File: config.mk
export PLATFORM = sky130hd
export DESIGN_NAME = dk_downlink_capture_flat
export DESIGN_NICKNAME = d
export VERILOG_FILES = /design/src/rtl/dk_downlink_capture_if.sv /design/src/rtl/dk_downlink_capture.sv /design/src/flat_wrapper.sv
export SDC_FILE = /design/constraint.sdc
export NUM_CORES = 1
export LEC_CHECK = 0
export CAP_MARGIN = 10
export CORE_ASPECT_RATIO = 1.1
export CORE_MARGIN = 1.5
export CORE_UTILIZATION = 49
export CTS_CLUSTER_DIAMETER = 80
export DETAILED_ROUTE_END_ITERATION = 10
export PLACE_DENSITY = 0.68
export SLEW_MARGIN = 20
export SYNTH_ARGS = -nofsm -noshare
export SYNTH_HDL_FRONTEND = slang
export SYNTH_SLANG_ARGS = --single-unit
File: constraint.sdc
create_clock -name clk -period 3.5 [get_ports clk]
set_input_delay 0.35 -clock clk [delete_from_list [all_inputs] [get_ports clk]]
set_output_delay 0.35 -clock clk [all_outputs]
set_load 0.01 [all_outputs]
File: src/rtl/dk_downlink_capture_if.sv
`default_nettype none
// ============================================================================
// Module   : dk_downlink_capture_if
// Brief    : Frame stream from the downlink capture FIFO to the telemetry path.
// Revision : 1.0
// ============================================================================
interface dk_downlink_capture_if #(
    parameter int BITS = 40
);
    logic [BITS-1:0] frame_data;
    logic            frame_valid;
    logic            frame_ready;
    logic [1:0]      frame_perr;

    modport master (
        output frame_data,
        output frame_valid,
        output frame_perr,
        input  frame_ready
    );

    modport slave (
        input  frame_data,
        input  frame_valid,
        input  frame_perr,
        output frame_ready
    );
endinterface
`default_nettype wire

File: src/rtl/dk_downlink_capture.sv
`default_nettype none
// ============================================================================
// Module   : dk_downlink_capture
// Brief    : Captures AGC downlink frames (DKSTRT..DKEND) into a small FIFO.
//            Optional macro DK_PARITY_CHECK_EN adds per-word odd-parity flags.
// Revision : 1.0
// ============================================================================
module dk_downlink_capture #(
    parameter int BITS  = 40,
    parameter int DEPTH = 4
) (
    input  wire logic                     clk,
    input  wire logic                     rst_n,
    input  wire logic                     dkstrt,
    input  wire logic                     dkbsnc,
    input  wire logic                     dkend,
    input  wire logic                     dkdata,
    dk_downlink_capture_if.master         frm,
    output logic [$clog2(DEPTH):0]        fifo_level,
    output logic                          busy,
    output logic [7:0]                    drop_count,
    output logic [7:0]                    err_count
);
    localparam int c_AW = $clog2(DEPTH);
    localparam int c_CW = $clog2(BITS + 1);
    localparam logic [c_AW:0]   c_FULL = DEPTH[c_AW:0];
    localparam logic [c_CW-1:0] c_BITS = BITS[c_CW-1:0];

    typedef enum logic [1:0] {
        S_IDLE  = 2'd0,
        S_SHIFT = 2'd1,
        S_OVER  = 2'd2
    } state_t;

    logic [1:0] r_strt_sy, r_bsnc_sy, r_end_sy, r_data_sy;
    logic       r_strt_d, r_bsnc_d, r_end_d;
    logic       r_strt_ev, r_end_ev, r_bit_ev, r_bit_smp;

    // Edge pulses are registered, so an event acts 3 cycles after the input pin.
    always_ff @(posedge clk or negedge rst_n) begin
        if (!rst_n) begin
            r_strt_sy <= '0;
            r_bsnc_sy <= '0;
            r_end_sy  <= '0;
            r_data_sy <= '0;
            r_strt_d  <= 1'b0;
            r_bsnc_d  <= 1'b0;
            r_end_d   <= 1'b0;
            r_strt_ev <= 1'b0;
            r_end_ev  <= 1'b0;
            r_bit_ev  <= 1'b0;
            r_bit_smp <= 1'b0;
        end else begin
            r_strt_sy <= {r_strt_sy[0], dkstrt};
            r_bsnc_sy <= {r_bsnc_sy[0], dkbsnc};
            r_end_sy  <= {r_end_sy[0],  dkend};
            r_data_sy <= {r_data_sy[0], dkdata};
            r_strt_d  <= r_strt_sy[1];
            r_bsnc_d  <= r_bsnc_sy[1];
            r_end_d   <= r_end_sy[1];
            r_strt_ev <= r_strt_sy[1] & ~r_strt_d;
            r_end_ev  <= r_end_sy[1]  & ~r_end_d;
            r_bit_ev  <= ~r_bsnc_sy[1] & r_bsnc_d;
            r_bit_smp <= r_data_sy[1];
        end
    end

    state_t            r_state, w_state_nxt;
    logic [BITS-1:0]   r_shift;
    logic [c_CW-1:0]   r_cnt;
    logic              w_clear, w_shift, w_push, w_err_inc;

    always_ff @(posedge clk or negedge rst_n) begin
        if (!rst_n) r_state <= S_IDLE;
        else        r_state <= w_state_nxt;
    end

    // Event priority within a cycle: start, then end, then bit.
    always_comb begin
        w_state_nxt = r_state;
        w_clear     = 1'b0;
        w_shift     = 1'b0;
        w_push      = 1'b0;
        w_err_inc   = 1'b0;
        case (r_state)
            S_IDLE: begin
                if (r_strt_ev) begin
                    w_state_nxt = S_SHIFT;
                    w_clear     = 1'b1;
                end
            end
            S_SHIFT: begin
                if (r_strt_ev) begin
                    w_err_inc = 1'b1;
                    w_clear   = 1'b1;
                end else if (r_end_ev) begin
                    w_state_nxt = S_IDLE;
                    if (r_cnt == c_BITS) w_push    = 1'b1;
                    else                 w_err_inc = 1'b1;
                end else if (r_bit_ev) begin
                    if (r_cnt == c_BITS) w_state_nxt = S_OVER;
                    else                 w_shift     = 1'b1;
                end
            end
            S_OVER: begin
                if (r_strt_ev) begin
                    w_err_inc   = 1'b1;
                    w_clear     = 1'b1;
                    w_state_nxt = S_SHIFT;
                end else if (r_end_ev) begin
                    w_err_inc   = 1'b1;
                    w_state_nxt = S_IDLE;
                end
            end
            default: w_state_nxt = S_IDLE;
        endcase
    end

    always_ff @(posedge clk or negedge rst_n) begin
        if (!rst_n) begin
            r_shift <= '0;
            r_cnt   <= '0;
        end else if (w_clear) begin
            r_shift <= '0;
            r_cnt   <= '0;
        end else if (w_shift) begin
            r_shift <= {r_shift[BITS-2:0], r_bit_smp};
            r_cnt   <= r_cnt + 1'b1;
        end
    end

    logic [BITS-1:0]  r_mem [DEPTH];
    logic [c_AW-1:0]  r_wr_ptr, r_rd_ptr;
    logic [c_AW:0]    r_level;
    logic [7:0]       r_drop, r_err;
    logic             w_full, w_pop, w_wr, w_drop, w_valid;

    assign w_valid = (r_level != '0);
    assign w_full  = (r_level == c_FULL);
    assign w_pop   = w_valid & frm.frame_ready;
    // A pop in the same cycle frees the slot, so a full FIFO still accepts.
    assign w_wr    = w_push & (~w_full | w_pop);
    assign w_drop  = w_push & w_full & ~w_pop;

    always_ff @(posedge clk) begin
        if (w_wr) r_mem[r_wr_ptr] <= r_shift;
    end

    always_ff @(posedge clk or negedge rst_n) begin
        if (!rst_n) begin
            r_wr_ptr <= '0;
            r_rd_ptr <= '0;
            r_level  <= '0;
            r_drop   <= '0;
            r_err    <= '0;
        end else begin
            if (w_wr)  r_wr_ptr <= r_wr_ptr + 1'b1;
            if (w_pop) r_rd_ptr <= r_rd_ptr + 1'b1;
            if (w_wr && !w_pop)      r_level <= r_level + 1'b1;
            else if (!w_wr && w_pop) r_level <= r_level - 1'b1;
            if (w_drop && r_drop != 8'hFF)   r_drop <= r_drop + 1'b1;
            if (w_err_inc && r_err != 8'hFF) r_err  <= r_err + 1'b1;
        end
    end

`ifdef DK_PARITY_CHECK_EN
    // Only meaningful for 40-bit frames: words are [39:24] and [23:8].
    logic [1:0] r_perr_mem [DEPTH];
    logic [1:0] w_perr_in;

    assign w_perr_in = {~^r_shift[39:24], ~^r_shift[23:8]};

    always_ff @(posedge clk) begin
        if (w_wr) r_perr_mem[r_wr_ptr] <= w_perr_in;
    end

    assign frm.frame_perr = w_valid ? r_perr_mem[r_rd_ptr] : 2'b00;
`else
    assign frm.frame_perr = 2'b00;
`endif

    assign frm.frame_valid = w_valid;
    assign frm.frame_data  = w_valid ? r_mem[r_rd_ptr] : '0;
    assign fifo_level      = r_level;
    assign busy            = (r_state != S_IDLE);
    assign drop_count      = r_drop;
    assign err_count       = r_err;

endmodule
`default_nettype wire

File: src/flat_wrapper.sv
// flat-port wrapper written by rule: the top's interface ports become plain ports
module dk_downlink_capture_flat 
#(
    parameter int BITS  = 40,
    parameter int DEPTH = 4
)
  (clk, rst_n, dkstrt, dkbsnc, dkend, dkdata, fifo_level, busy, drop_count, err_count, frm_frame_data, frm_frame_valid, frm_frame_perr, frm_frame_ready);
  dk_downlink_capture_if #(.BITS(BITS)) frm_i ();
  input  wire logic clk;
  input  wire logic rst_n;
  input  wire logic dkstrt;
  input  wire logic dkbsnc;
  input  wire logic dkend;
  input  wire logic dkdata;
  output logic [$clog2(DEPTH):0] fifo_level;
  output logic busy;
  output logic [7:0] drop_count;
  output logic [7:0] err_count;
  output wire logic [$bits(frm_i.frame_data)-1:0] frm_frame_data;
  output wire logic [$bits(frm_i.frame_valid)-1:0] frm_frame_valid;
  output wire logic [$bits(frm_i.frame_perr)-1:0] frm_frame_perr;
  input wire logic [$bits(frm_i.frame_ready)-1:0] frm_frame_ready;
  assign frm_frame_data = frm_i.frame_data;
  assign frm_frame_valid = frm_i.frame_valid;
  assign frm_frame_perr = frm_i.frame_perr;
  assign frm_i.frame_ready = frm_frame_ready;
  dk_downlink_capture #(.BITS(BITS), .DEPTH(DEPTH)) u_core (.clk(clk), .rst_n(rst_n), .dkstrt(dkstrt), .dkbsnc(dkbsnc), .dkend(dkend), .dkdata(dkdata), .frm(frm_i), .fifo_level(fifo_level), .busy(busy), .drop_count(drop_count), .err_count(err_count));
endmodule
==> flow_metrics.tcl <==
set metrics [dict create \
    multiInputGateArea_um2 2660 \
    netlist_area_um2 9820 \
    grt_max_degree 61 \
    cts-resized-gates 0 \
    drt-total-wl_um 17000 \
    yosys_warnings 0 \
    status "completed" \
    fin_nets 709 \
    dp_cells 914 \
    fin_setup_tns_ns 0 \
    drtPass1Iterations 4 \
    tightestPinTransition_ns 0.858 \
    endpoint_kind "primary output" \
    p_leak_uw 0.00447 \
    cts_tree "yes" \
    synthToLayoutAreaGrowth_pct 17.9 \
    ir_drop_mv 0.344 \
    layout_commonest_cell "edfxtp_1" \
    p_per_area_nw_per_um2 532 \
    via_per_inst 5.40 \
    ys_ff_latch 246 \
    yosysTopAreaCellShare_pct 48.9 \
    synthCells 615 \
    layout_common_cells "160 x edfxtp_1, 90 x nand2_1, 85 x dfrtp_1, 66 x clkdlybuf4s50_1" \
    critPathKind "register to primary output" \
    die_w_um 138 \
    crit_arrival_ns 2.64 \
    yosysSeqAreaShare_pct 70.9 \
    path_cells "buf_12 > mux4_2 > and2_1 > clkdlybuf4s50_1" \
    ios 70 \
    critPathMaxStageDelay_ns 0.72 \
    detail-route-antenna-nets 0 \
    critPathSlowestCell "dfrtp_2" \
    finalMaxSlewViolations 0 \
    rsz0062_at_grt "false" \
    slew_headroom_pct 42.6 \
    ctsLongestPathBuffers 3 \
    r2r_slack_ns 0.84 \
    holdCritPathClass "input pin to register" \
    holdWs_ns 0.299 \
    synth_ff_type "edfxtp_1" \
    core_um2 19700 \
    dp_slack_ns 0.852 \
    overflow 0 \
    cp-start-kind "register" \
    grt_util_all_layers_pct 17.0 \
    skew_ns 0.00996 \
    nFillCells 1516 \
    insertion_delay_ns 0.49 \
    cts_num_sinks 246 \
    cts_buffers 23 \
    vias 5159 \
    power_uw 6160 \
    path_max_fanout 16 \
    synthTopCellsByArea "edfxtp_1 49%, dfrtp_1 22%, mux4_2 9.2%" \
    synthArstFlopShare_pct 35.0 \
    fin_crit_ns 2.99 \
    antenna_found_initial 0 \
    yosysTopAreaCell "edfxtp_1" \
    reg2reg_from "u_core.r_cnt[0]$_DFFE_PN0P_" \
    final_cells 955 \
    drc 0 \
    max_freq_ghz 0.335 \
    layout_setup_ws_ns 0.512 \
    die_area_um2 20900 \
    die_h_um 151 \
    drt-initial-drc-count 249 \
    required_ns 3.15 \
    ys_types 42 \
    syn_area_per_cell_um2 16.0 \
    initial_utilization_pct 49.8 \
    diodes 0 \
    clk_pin_slew_ns 0.06 \
    rows 54 \
    grt_pass1_wl_um 27600 \
    ctsHtreeMaxLevel 1 \
    globalplace.congestion 0.735 \
    hold_viol 0 \
    fin_crit_sh_pct 85.4 \
    drive_gt1_share_pct 15.6 \
    first_global_vias 5322 \
    maxCapViolations 0 \
    port_buffers 67 \
    hpwl_um 9830 \
    synth_edf_count 160 \
    root_buffer "clkbuf_16" \
    worstHoldStart "dkdata" \
    wl_per_cell_um 17.7 \
    ff_latch_area_um2 6960 \
    setup_viol_count_final 0 \
    crit_start "u_core.r_rd_ptr[0]$_DFFE_PN0N_" \
]
per-stage QoR:
step / area, µm² / util, %
final: 11600 / 58.7
after global routing: 11600 / 58.7
after CTS: 11600 / 58.7
after detailed placement: 10800 / 54.5
after global placement: 10800 / 54.5
after floorplan: 9820 / -
cells by family (layout without fill, tap and decap cells):
family	count (synthesis)	after routing	share of synthesized area [%]
compound gates	54	54	3.19
xor+xnor	19	19	1.69
flops	246	246	70.9
mux	47	47	9.97
simple gates	192	192	10.2
fa+ha+maj	14	14	1.86
buf+inv	42	129	2.20
other cells	1	2	0.0382
what timing repair did:
action | in CTS | in global routing
hold endpoints to repair | 59 | 0
setup buffers | 0 | 0
hold buffers | 1 | 0
endpoints found under the setup margin | 0 | 0
final timing paths:
path | depth (start not counted) | end
worst min register to register | 0 | u_core.r_data_sy[1]$_DFF_PN0_
worst min-delay path | 1 | u_core.r_data_sy[0]$_DFF_PN0_
min in group asynchronous | 2 | u_core.drop_count[6]$_DFFE_PN0P_
worst max register to register | 10 | u_core.fifo_level[2]$_DFFE_PN0P_
max in group asynchronous | 3 | u_core.r_shift[5]$_DFFE_PN0P_
worst max-delay path | 4 | frm_frame_data[22]
synth_stat cells, types with 2 or more instances:
| library cell | n |
|---|---|
| and3b_1 | 2 |
| clkbuf_1 | 11 |
| xnor2_1 | 5 |
| and3_1 | 3 |
| o21ai_0 | 4 |
| and2_1 | 46 |
| nor2_1 | 11 |
| inv_1 | 9 |
| nand2b_1 | 4 |
| nand3_1 | 7 |
| o31ai_1 | 2 |
| a31oi_1 | 2 |
| dfrtp_1 | 86 |
| mux4_2 | 40 |
| ha_1 | 13 |
| a21oi_1 | 42 |
| nand4_1 | 8 |
| buf_2 | 11 |
| nor2b_1 | 6 |
| nand2_1 | 90 |
| buf_1 | 4 |
| nor4_2 | 2 |
| buf_4 | 2 |
| edfxtp_1 | 160 |
| nor3_1 | 6 |
| mux2_2 | 6 |
| buf_6 | 5 |
| xor2_1 | 14 |
power breakdown:
part	total (µW)	leakage (µW)	internal, µW	switching, µW
sequential	3190	0.00285	3130	66.4
clock	2620	0.000398	1630	988
combinational	340	0.00122	155	185
total	6160	0.00447	4920	1240
metal layers:
layer,global-route usage [%],up-vias,wire length (µm)
li1,-,2381,-
met1,21.5,2644,7120
met2,30.7,111,8800
met3,2.79,23,751
met4,3.91,0,279
met5,0,-,0
state kept, by name, summed over array words and instances, names as in the netlist, 2 cells and up:
register           count
u_core.r_mem         160
u_core.r_shift        40
u_core.drop_count      8
u_core.err_count       8
u_core.r_cnt           6
u_core.fifo_level      3
u_core.r_bsnc_sy       2
u_core.r_data_sy       2
u_core.r_end_sy        2
u_core.r_rd_ptr        2
u_core.r_state         2
u_core.r_strt_sy       2
u_core.r_wr_ptr        2
critical path, delay by kind of cell, from the launching register on:
kind	cells	cell delay (ns)
buf+inv	2	0.72
mux	1	0.52
simple gates	1	0.17
flops	1	0.72
final cells by class:
cell class,count,share of cell area [%]
clock inverter,10,1.50
inverter,9,0.292
timing repair buffer,80,6.96
sequential,246,60.1
multi-input combinational,328,22.9
tap,252,2.72
clock buffer,30,5.46
(Power assumes the default switching activity.)
==> RTL edit 1, RTL diff (same settings) <==
Encoding of `state_t`: now one-hot (3 bits for 3 states).
--- a/src/rtl/dk_downlink_capture.sv
+++ b/src/rtl/dk_downlink_capture.sv
@@ -26,10 +26,10 @@
     localparam logic [c_AW:0]   c_FULL = DEPTH[c_AW:0];
     localparam logic [c_CW-1:0] c_BITS = BITS[c_CW-1:0];
 
-    typedef enum logic [1:0] {
-        S_IDLE  = 2'd0,
-        S_SHIFT = 2'd1,
-        S_OVER  = 2'd2
+    typedef enum logic [2:0] {
+        S_IDLE  = 3'b001,
+        S_SHIFT = 3'b010,
+        S_OVER  = 3'b100
     } state_t;
 
     logic [1:0] r_strt_sy, r_bsnc_sy, r_end_sy, r_data_sy;
Check against the original RTL: same outputs for any inputs over 10 cycles, from zero or initial values and one cycle with rst_n low; not proved beyond that.
==> RTL edit 1 against the unedited design <==
Sequential cell count rose by 1. Worst hold slack got worse by 36 ps. Cell area fell by 0.57%. Count of clock-buffer cells in the layout rose by 2. First-iteration DRC count rose by 46%. Non-clock buffer count did not move. Routed wire length rose by 2.6%. Area after synthesis fell by 1.1%. Global-route usage rose by 0.81 points. Worst setup slack got worse by 130 ps. Critical path type unchanged.
Power is not compared: it rests on default switching activity, and its combinational part moved more than twofold at a synthesized area within 25%.
==> RTL edit 1: results (changes against the unedited design) <==
Parameter                              Value

Outcome
  Outcome    finished clean (unchanged)

Drt
  DR vias    5105 (was 5159)
  Metal-1 WL    7.23 mm (was 7.12 mm)
  Top layer in use    met4 (unchanged)
  Iter 0 DRT Violations    364 (was 249)
  Routed met2 length    9.20 mm (was 8.80 mm)
  First-pass detailed-route iteration total    5 (was 4)
  Total met3 wirelength after detailed routing    707 um (was 751 um)
  Sum of routed wire length over all layers    17.4 mm (was 17.0 mm)

Timing
  Slew at the pin closest to its max-slew limit    813 ps (was 858 ps)
  Maximum clock frequency    0.321 GHz (was 0.335 GHz)
  Worst clock skew    25.3 ps (was 9.96 ps)

Yosys
  Xor-xnor portion of the synthesized cell area    2.16% (was 1.69%)
  Compound-cell area share of the yosys netlist    2.89% (was 3.19%)
  Proportion of synthesized chip area in sequential cells    71.9% (was 70.9%)
  Largest cells by area after synthesis    sky130_fd_sc_hd__edfxtp_1 (49%), sky130_fd_sc_hd__dfrtp_1 (22%), sky130_fd_sc_hd__mux4_2 (9.3%) (was sky130_fd_sc_hd__edfxtp_1 (49%), sky130_fd_sc_hd__dfrtp_1 (22%), sky130_fd_sc_hd__mux4_2 (9.2%))
  Number of distinct standard cells referenced by the synthesized netlist    47 (was 42)
  Multiplexer area fraction after synthesis    9.51% (was 9.97%)
  Most common library cells after synthesis    sky130_fd_sc_hd__edfxtp_1 (160), sky130_fd_sc_hd__nand2_1 (95), sky130_fd_sc_hd__dfrtp_1 (86) (was sky130_fd_sc_hd__edfxtp_1 (160), sky130_fd_sc_hd__nand2_1 (90), sky130_fd_sc_hd__dfrtp_1 (86))
  Ys async rst share    35.2% (was 35.0%)

Global routing
  Global-route usage over all layers    17.8% (was 17.0%)
  Met3 track demand over resource    3.06% (was 2.79%)
  Vias in the first global route    5344 (was 5322)
  Global-route wire length before repair    28.2 mm (was 27.6 mm)
  GRT met1 Usage    22.3% (was 21.5%)
  Pin count of the biggest net entering global routing    88 (was 61)
  Met2 GRT Util    32.0% (was 30.7%)

Cells and area
  Fraction of layout instances using a drive strength above 1    15.5% (was 15.6%)
  Count of inserted antenna diode cells    0 (unchanged)
  Layout net count    698 (was 709)

Clock tree
  CTS buffer count    24 (was 23)
  Clock latency on the worst-skew pair    520 ps (was 490 ps)

Placed design
  DP Worst Slack    550 ps (was 852 ps)
  Detail Placement HPWL    9.77 mm (was 9.83 mm)
  Placed inst area    0.0107 mm^2 (was 0.0108 mm^2)
  Gpl congestion    0.764 (was 0.735)

Critical path
  Depth of the worst register-to-register path    11 (was 10)
  Register-to-Register Setup Slack    520 ps (was 840 ps)
  Cell class contributing the biggest share of worst-path delay    buffers and inverters (was flip-flops)

Worst hold path
  Worst hold start    dkstrt (was dkdata)
  End of the worst hold path    u_core.r_strt_sy[0] (was u_core.r_data_sy[0])
[RTL edit 1: changes by cell type after synthesis, moves of 4 or more]
| cell | before | now |
|---|---|---|
| sky130_fd_sc_hd__buf_6 | 5 | 0 |
| sky130_fd_sc_hd__mux2_2 | 6 | 1 |
| sky130_fd_sc_hd__nand2_1 | 90 | 95 |
| sky130_fd_sc_hd__xor2_1 | 14 | 10 |
| sky130_fd_sc_hd__nor3_1 | 6 | 0 |
| sky130_fd_sc_hd__xnor2_1 | 5 | 14 |
| sky130_fd_sc_hd__ha_1 | 13 | 9 |
[RTL edit 1: per-stage QoR]
stage	instances	util, %
floorplan	608	-
CTS	945	59.6
global route	946	59.6
finish	946	59.6
detailed placement	901	55.5
global placement	901	55.5
[RTL edit 1: power by group through the flow]
stage	Combinational (W)	Sequential, W	Clock [W]
3_3_place_gp	0.000110	0.00319	0
2_1_floorplan	0.0000445	0.00319	0
6_report	0.000112	0.00313	0.00247
4_1_cts	0.000113	0.00313	0.00252
5_1_grt	0.000124	0.00313	0.00264
3_5_place_dp	0.000112	0.00319	0
[RTL edit 1: cell families (layout without fill, tap and decap cells)]
| kind of cell | Yosys count | in the layout |
|---|---|---|
| AOI/OAI and AO/OA | 51 | 51 |
| xor gates and xnor gates | 24 | 24 |
| adders and majority gates | 10 | 10 |
| buffers and inverters | 39 | 130 |
| DFF | 247 | 247 |
| muxes | 42 | 42 |
| other | 1 | 2 |
| and+or+nand+nor | 193 | 193 |
[RTL edit 1: final cells by class]
cell class,instances,area [um^2]
fillers,1451,7790
flip-flops and latches,247,6980
multi-input cells,322,2580
repair buffers,80,835
clock buffers,32,693
well taps,247,309
clock inverters,12,83.8
inverters,6,22.5
==> RTL edit 2, RTL diff (same flow settings) <==
Without the edit above. `DEPTH` is set to 4 in 2 places; all go to 8.
--- a/src/rtl/dk_downlink_capture.sv
+++ b/src/rtl/dk_downlink_capture.sv
@@ -7,7 +7,7 @@
 // ============================================================================
 module dk_downlink_capture #(
     parameter int BITS  = 40,
-    parameter int DEPTH = 4
+    parameter int DEPTH = 8
 ) (
     input  wire logic                     clk,
     input  wire logic                     rst_n,
--- a/src/flat_wrapper.sv
+++ b/src/flat_wrapper.sv
@@ -2,7 +2,7 @@
 module dk_downlink_capture_flat 
 #(
     parameter int BITS  = 40,
-    parameter int DEPTH = 4
+    parameter int DEPTH = 8
 )
   (clk, rst_n, dkstrt, dkbsnc, dkend, dkdata, fifo_level, busy, drop_count, err_count, frm_frame_data, frm_frame_valid, frm_frame_perr, frm_frame_ready);
   dk_downlink_capture_if #(.BITS(BITS)) frm_i ();
Interface: changed (resized fifo_level); port bits go from 70 to 71. The function was not compared with the original's and may differ.
==> RTL edit 2 against the unedited design <==
Routed wire length up 78%. Total power rose by 120%. Core utilization down 0.44 points. Area after synthesis rose by 64%. Worst hold slack got worse by 41 ps. Worst setup slack worse by 220 ps. Cell area is 63% higher. Sequential cell count rose by 163.
==> RTL edit 2: results (changes against the unedited design) <==
Parameter                              Value

Outcome
  Outcome    finished clean (unchanged)

Yosys
  Compound-cell area share of the yosys netlist    2.39% (was 3.19%)
  Ys async rst share    21.8% (was 35.0%)
  Multiplexer area fraction after synthesis    14.1% (was 9.97%)
  Synthesized area divided by synthesized cell count    18.1 um^2 (was 16.0 um^2)
  Adder and majority cell fraction of the synthesized area    1.13% (was 1.86%)
  Xor-xnor portion of the synthesized cell area    1.25% (was 1.69%)
  Yosys reg bits    409 (was 246)

Timing
  Worst clock skew    13.4 ps (was 9.96 ps)
  Slew at the pin closest to its max-slew limit    818 ps (was 858 ps)

Cells and area
  Number of non-clock buffers    94 (was 80)
  Fraction of layout instances using a drive strength above 1    19.3% (was 15.6%)
  Reg area    0.0118 mm^2 (was 0.00696 mm^2)
  Layout net count    1005 (was 709)
  Count of filler cells inserted in the layout    2407 (was 1516)
  Multi-input combinational gate total    431 (was 328)

Critical path
  Library cell contributing the largest single delay on the critical path    sky130_fd_sc_hd__dfrtp_4 (was sky130_fd_sc_hd__dfrtp_2)
  Crit path DAT    2850 ps (was 2640 ps)
  Slowest cell delay on critical path    820 ps (was 720 ps)

Drt
  Wire length per cell after detailed routing    21.0 um (was 17.7 um)
  First-pass detailed-route iteration total    5 (was 4)

Global routing
  Pin count of the biggest net entering global routing    58 (was 61)
  Vias in the first global route    8283 (was 5322)
  Global-route usage over all layers    18.3% (was 17.0%)

Placed design
  Gpl congestion    0.731 (was 0.735)
  Detail Placement HPWL    15.6 mm (was 9.83 mm)
  I/O Buffers    68 (was 67)

Power and ir drop
  Worst ir drop on vdd    0.558 mV (was 0.344 mV)

Clock tree
  Number of H-tree branching levels    2 (was 1)
  CTS buffer count    39 (was 23)
  Clock latency on the worst-skew pair    530 ps (was 490 ps)

Floorplanning
  Die Outline Area    0.0340 mm^2 (was 0.0209 mm^2)
[RTL edit 2: cell count changes after synthesis, moves of 8 or more]
cell	change
sky130_fd_sc_hd__edfxtp_1	+160
sky130_fd_sc_hd__and2_1	-45
sky130_fd_sc_hd__mux2i_1	+40
sky130_fd_sc_hd__mux4_2	+40
sky130_fd_sc_hd__nor2_1	+35
sky130_fd_sc_hd__clkbuf_1	+8
[RTL edit 2: report_power, final]
group / internal (W) / leakage (nW) / switching, W / total, W
clock: 0.00234 / 0.619 / 0.00176 / 0.00411
sequential: 0.00529 / 4.40 / 0.000341 / 0.00563
combinational: 0.00211 / 1.86 / 0.00158 / 0.00369
total: 0.00974 / 6.88 / 0.00368 / 0.0134
[RTL edit 2: metal layers]
| layer | vias up | global-route usage (%) | wire [um] |
|---|---|---|---|
| met4 | 0 | 4.84 | 626 |
| met5 | - | 0 | 0 |
| met2 | 203 | 30.7 | 15200 |
| li1 | 3641 | - | - |
| met3 | 50 | 2.71 | 1400 |
| met1 | 4186 | 25.2 | 13000 |
[RTL edit 2: cells by family (layout without fill, tap and decap cells)]
family	Yosys count	count (layout)
mux	127	127
compound gates	61	61
fa+ha+maj	14	14
flops	409	409
simple gates	204	204
other cells	1	2
buf+inv	54	175
xor+xnor	23	23
[RTL edit 2: worst paths after layout]
kind / end / slack [ps] / start / cells after the start
min in group asynchronous: u_core.fifo_level[0] / 450 / rst_n / 2
worst min-delay path: u_core.r_strt_sy[0] / 260 / dkstrt / 1
max in group asynchronous: u_core.r_strt_sy[0] / 2270 / rst_n / 3
worst max-delay path: frm_frame_data[15] / 300 / u_core.r_rd_ptr[1] / 5
worst max register to register: u_core.fifo_level[3] / 750 / u_core.r_state[1] / 10
worst min register to register: u_core.r_data_sy[1] / 340 / u_core.r_data_sy[0] / 0
